--- src/rtl/clock509_revo_generator.sv ---
// Revolution marker generator: divides the 509 MHz RF clock to a word clock,
// counts revolutions and serializes the marker and a clock replica at DDR rate.

module clock509_serializer (
  input  logic       clock509,
  input  logic       word_clock,
  input  logic       rst,
  input  logic       load,
  input  logic [7:0] word,
  output logic       serial,
  output logic       locked
);
  logic [1:0] lock_sr = 2'b00;
  logic [7:0] sreg    = 8'h00;
  logic       rise    = 1'b0;
  logic       fall    = 1'b0;

  always_ff @(posedge word_clock) begin
    if (rst) lock_sr <= 2'b00;
    else     lock_sr <= {lock_sr[0], 1'b1};
  end

  assign locked = lock_sr[1];

  // load fires on the RF edge that raises word_clock, so word is sampled
  // before that word edge updates it; bits go out MSB-first, two per RF cycle
  always_ff @(posedge clock509) begin
    if (load) begin
      rise <= locked & word[7];
      fall <= locked & word[6];
      sreg <= locked ? {word[5:0], 2'b00} : 8'h00;
    end else begin
      rise <= sreg[7];
      fall <= sreg[6];
      sreg <= {sreg[5:0], 2'b00};
    end
  end

  assign serial = clock509 ? rise : fall;
endmodule

module clock509_revo_generator #(
  parameter int QUAD_BUNCHES       = 1280,
  parameter int RESET_STRETCH_LOG2 = 10
) (
  input  logic clock50,
  input  logic reset,
  input  logic local_clock509_in_p,
  input  logic local_clock509_in_n,
  output logic clk78_p,
  output logic clk78_n,
  output logic trg36_p,
  output logic trg36_n,
  output logic clk_se,
  output logic trg_se,
  output logic lemo,
  output logic led_0,
  output logic led_1,
  output logic led_2,
  output logic led_3,
  output logic led_4,
  output logic led_5,
  output logic led_6,
  output logic led_7
);
  localparam logic [10:0] RELOAD = 11'(QUAD_BUNCHES - 1);

  logic       clock509;
  logic       word_clock;
  logic [1:0] div_cnt = 2'd0;

  // p & ~n stays glitch-free whichever leg of the pair switches first
  assign clock509   = local_clock509_in_p & ~local_clock509_in_n;
  assign word_clock = div_cnt[1];

  always_ff @(posedge clock509) div_cnt <= div_cnt + 2'd1;

  logic [RESET_STRETCH_LOG2:0] rst_cnt = '0;
  logic                        rst_int = 1'b1;

  always_ff @(posedge clock50) begin
    if (reset) begin
      rst_cnt <= '0;
      rst_int <= 1'b1;
    end else begin
      if (!rst_cnt[RESET_STRETCH_LOG2]) rst_cnt <= rst_cnt + 1'b1;
      if (rst_cnt[RESET_STRETCH_LOG2])  rst_int <= 1'b0;
    end
  end

  logic [1:0] rst_sync = 2'b11;
  logic       rst_w;

  always_ff @(posedge word_clock) rst_sync <= {rst_sync[0], rst_int};
  assign rst_w = rst_sync[1];

  logic [10:0] qcnt      = RELOAD;
  logic        revo_flag = 1'b0;
  logic [7:0]  revo_word = 8'h00;

  always_ff @(posedge word_clock) begin
    if (rst_w) begin
      qcnt      <= RELOAD;
      revo_flag <= 1'b0;
      revo_word <= 8'h00;
    end else if (qcnt != 11'd0) begin
      qcnt      <= qcnt - 11'd1;
      revo_flag <= 1'b0;
      revo_word <= 8'h00;
    end else begin
      qcnt      <= RELOAD;
      revo_flag <= 1'b1;
      revo_word <= 8'hFF;
    end
  end

  logic load;
  logic revo_serial, revo_locked;
  logic clk_serial, clk_locked;

  assign load = (div_cnt == 2'd1);

  clock509_serializer u_revo_ser (
    .clock509(clock509), .word_clock(word_clock), .rst(rst_w), .load(load),
    .word(revo_word), .serial(revo_serial), .locked(revo_locked)
  );

  clock509_serializer u_clk_ser (
    .clock509(clock509), .word_clock(word_clock), .rst(rst_w), .load(load),
    .word(8'b1010_1010), .serial(clk_serial), .locked(clk_locked)
  );

  assign clk78_p = revo_flag;
  assign clk78_n = ~revo_flag;
  assign trg36_p = revo_serial;
  assign trg36_n = ~revo_serial;
  assign clk_se  = revo_flag;
  assign trg_se  = revo_flag;
  assign lemo    = clk_serial;

  assign led_7 = ~rst_w;
  assign led_6 = clk_locked;
  assign led_5 = revo_locked;
  assign led_4 = rst_int;
  assign led_3 = revo_flag;
  assign led_2 = 1'b0;
  assign led_1 = 1'b0;
  assign led_0 = 1'b0;
endmodule

--- config.mk ---
export PLATFORM = sky130hd
export DESIGN_NAME = clock509_revo_generator
export DESIGN_NICKNAME = d
export VERILOG_FILES = /design/src/rtl/clock509_revo_generator.sv
export SDC_FILE = /design/constraint.sdc
export NUM_CORES = 1
export LEC_CHECK = 0
export ABC_AREA = 1
export ABC_CLOCK_PERIOD_IN_PS = 1600
export CAP_MARGIN = 20
export CORE_MARGIN = 1
export CORE_UTILIZATION = 56
export DETAILED_ROUTE_END_ITERATION = 10
export GPL_TIMING_DRIVEN = 0
export HOLD_SLACK_MARGIN = 0.02
export PLACE_DENSITY = 0.82
export SKIP_CTS_REPAIR_TIMING = 1
export SYNTH_ARGS = -nofsm -noshare
export SYNTH_HDL_FRONTEND = slang
export SYNTH_HIERARCHICAL = 1
export SYNTH_SLANG_ARGS = --single-unit
--- constraint.sdc ---
create_clock -name clock50 -period 1.6 [get_ports clock50]
set_input_delay 0.32 -clock clock50 [delete_from_list [all_inputs] [get_ports clock50]]
set_output_delay 0.32 -clock clock50 [all_outputs]
set_load 0.03 [all_outputs]
==> impl_results.md <==
- Hold Path Depth: 2
- Residual DRC: 0
- Setup TNS: 0 ns
- Number of distinct library cells after synthesis: 26
- Via Count: 1565
- CTS tree: yes
- Worst hold slack: 0.481 ns
- Final setup viols: 0
- Die Area: 3810 sq um
- Sequential share of the synthesized area: 48.1%
- Worst skew pair latency: 0.27 ns
- Antenna violations before repair: 0
- Cell area after synthesis: 2000 sq um
- Starting density of the core: 59.0%
- Post-synthesis mux area share: 0%
- Area leader, netlist: dfxtp_1
- Slowest CP cell: nor2_4
- Global Route Usage Sum: 18.0%
- Leak: 0.00112 uW
- Vias in the first global route: 1401
- Syn-to-layout area delta: 15.2%
- Synth Area in Compound Gates: 5.01%
- Root Buffer: clkbuf_4
- Largest net degree at the start of global routing: 23
- Core Util, Final: 67.9%
- Filler cells: 277
- Synth area leaders: dfxtp_1 48%, nand2_1 11%, inv_1 7.3%
- Reg2reg path depth: 6
- Worst path cell trace: dlymetal6s2s_1, nor2_4, inv_1, nand2_1, nand2_2, buf_4
- Reg2reg start: rst_cnt[0]
- Critical Path Fanout Max: 8
- Status: finished, final reports clean
- Max-slew headroom: 66.7%
- Post-Syn Instances: 259
- Largest family of logic cells by synthesized area: simple AND/OR/NAND/NOR gates
- Die Wd: 61.7 microns
- Final antenna-violating net count: 0
- Synthesis-stage register bit count: 48
- Worst setup EP type: output port
- Vias/cell: 4.66
- Endpoints left unconstrained: 43
- R2R setup slack: 0.35 ns
- Hold Vio Cnt, Final: 0
- Drt total wl: 3070 microns
- Max-Cap Viols: 0
- Comb pwr share: 11.4%
- Commonest non-fill, non-tap cell in the layout: nand2_1
- Rows: 21
- Final Max Slew Viols: 0
- PortBufs: 15
- Flop pwr share: 57.6%
- GPL Wtd Cong: 0.802
- Adder-cell share of the synthesized area: 2.50%
- Sw power: 139 uW
- Post-DP HPWL: 2350 microns
- Worst Path Arrival: 1.04 ns
- Pwr/cell area: 252 nW/um^2
- VDD IR-drop max: 0.507 mV
- WHS Endpoint: led_4
- Top-area cell type share of the netlist area: 48.1%
- CP Launch Type: input pin
- Avg Cell Area, Syn: 7.71 sq um
- Worst hold-check path type: flop to flop
- Commonest cells after routing, fill and taps aside: 60 x nand2_1, 48 x dfxtp_1, 37 x inv_1, 25 x nor2_1, 19 x nand3_1
- CTS H-tree lvls: 1
- Period utilization: 84.7%
- Avg WL per Cell: 9.12 microns
- Share of cells above drive strength 1: 17.2%
- Switching part of the total: 24.0%
- Clk buf depth: 2
- CP max stage delay: 0.19 ns
- Placeable Area: 3390 sq um
- Worst Skew: 0.000125 ns
- Worst-margin pin slew: 0.498 ns
- Int Pwr: 440 uW
- 1st-pass router iterations: 4
- Hold Crit Start: led_4
- Clock transition at path regs: 0.07 ns
- Gr ovfl total: 0
- Max Clock Freq: 0.738 GHz
- YS warnings: 6
- Critical path class: input pin to output port
- IO Pins: 19
- Worst endpoint required time: 1.28 ns
- Tmin final: 1.36 ns
- Cts bufs inserted: 3
- # nets final: 300
- Die height: 61.7 microns
- Diodes inserted: 0
- Initial drt markers: 57
- First-pass GRT wire length: 5290 microns
- R2r endpoint: rst_cnt[6]
- Register pins left without a clock: 36
- Simple-Gate Fraction of Synth Area: 31.8%
- Xor and xnor area share after synthesis: 0.438%
- RSZ-0062 raised after global routing: no
- Clk pwr share: 31.0%
## kinds of logic (layout without fill, tap and decap cells)
logic type                 after synthesis  after routing
xor gates and xnor gates                 1              1
AOI/OAI and AO/OA                       18             18
adders and majority gates                4              4
DFF                                     48             48
buffers and inverters                   52             73
and+or+nand+nor                        134            135
other                                    2             11
## worst max-delay path: cells and delay by family
kind                   cells  cell delay (ns)
buffers and inverters      3             0.39
and+or+nand+nor            3             0.33
## sequential cells by signal, summed over array words and instances, names as in the netlist
register / flops
qcnt: 11
u_clk_ser/lock_sr: 2
u_revo_ser/sreg: 6
div_cnt: 2
u_clk_ser/rise: 1
led_4: 1
rst_cnt: 11
u_revo_ser/lock_sr: 2
u_clk_ser/fall: 1
u_clk_ser/sreg: 6
u_revo_ser/fall: 1
u_revo_ser/rise: 1
rst_sync: 2
revo_word: 1
## layout make-up
| class | instances | area, sq um | share of cell area, % |
|---|---|---|---|
| flip-flops and latches | 48 | 961 | 41.7 |
| repair buffers | 18 | 174 | 7.55 |
| multi-input cells | 169 | 852 | 37.0 |
| well taps | 46 | 57.6 | 2.50 |
| plain buffers | 8 | 67.6 | 2.93 |
| clock buffers | 3 | 22.5 | 0.978 |
| inverters | 44 | 168 | 7.28 |
## power groups by stage
stage | registers [uW] | logic, uW | clock network (uW)
after floorplan | 339 | 42.4 | 0
after global placement | 340 | 56.8 | 0
after detailed placement | 341 | 58.4 | 0
after CTS | 334 | 58.2 | 185
after global routing | 334 | 75.5 | 198
final | 334 | 66.1 | 180
## layer usage
layer	vias up	GRT usage (%)	wire length (microns)
met5	-	0	0
met4	0	5.71	27
met3	5	1.04	49
met2	19	34.7	1580
met1	703	21.1	1410
li1	838	-	-
## how the worst max path moves through the flow
stage	startpoint	endpoint	slack, ns	cells past startpoint
3_3_place_gp	local_clock509_in_p	trg36_n	-0.76	8
6_report	local_clock509_in_n	trg36_p	0.24	6
4_1_cts	local_clock509_in_p	trg36_n	-0.80	8
2_1_floorplan	local_clock509_in_p	trg36_n	0.09	6
3_5_place_dp	local_clock509_in_p	trg36_n	-0.79	8
5_1_grt	local_clock509_in_p	trg36_n	0.14	8
## synth_stat cells, drive strengths merged
master and instances:
nand2 69, dfxtp 48, inv 44, nor2 32, nand3 23, o21ai 9, a21oi 8, buf 8
ha 4, nand4 4, nor3 4, conb 2, nand3b 1, o21bai 1, or2 1, xor2 1
## through the flow
step	std cells	worst slack, ns	power (uW)	cell area (sq um)
after global routing	336	0.141	608	2300
final	336	0.245	579	2300
after CTS	332	-0.796	577	2270
after floorplan	268	0.0897	381	2040
after detailed placement	329	-0.795	399	2250
after global placement	329	-0.764	397	2250
No activity file was read; power rests on OpenSTA's default activity.
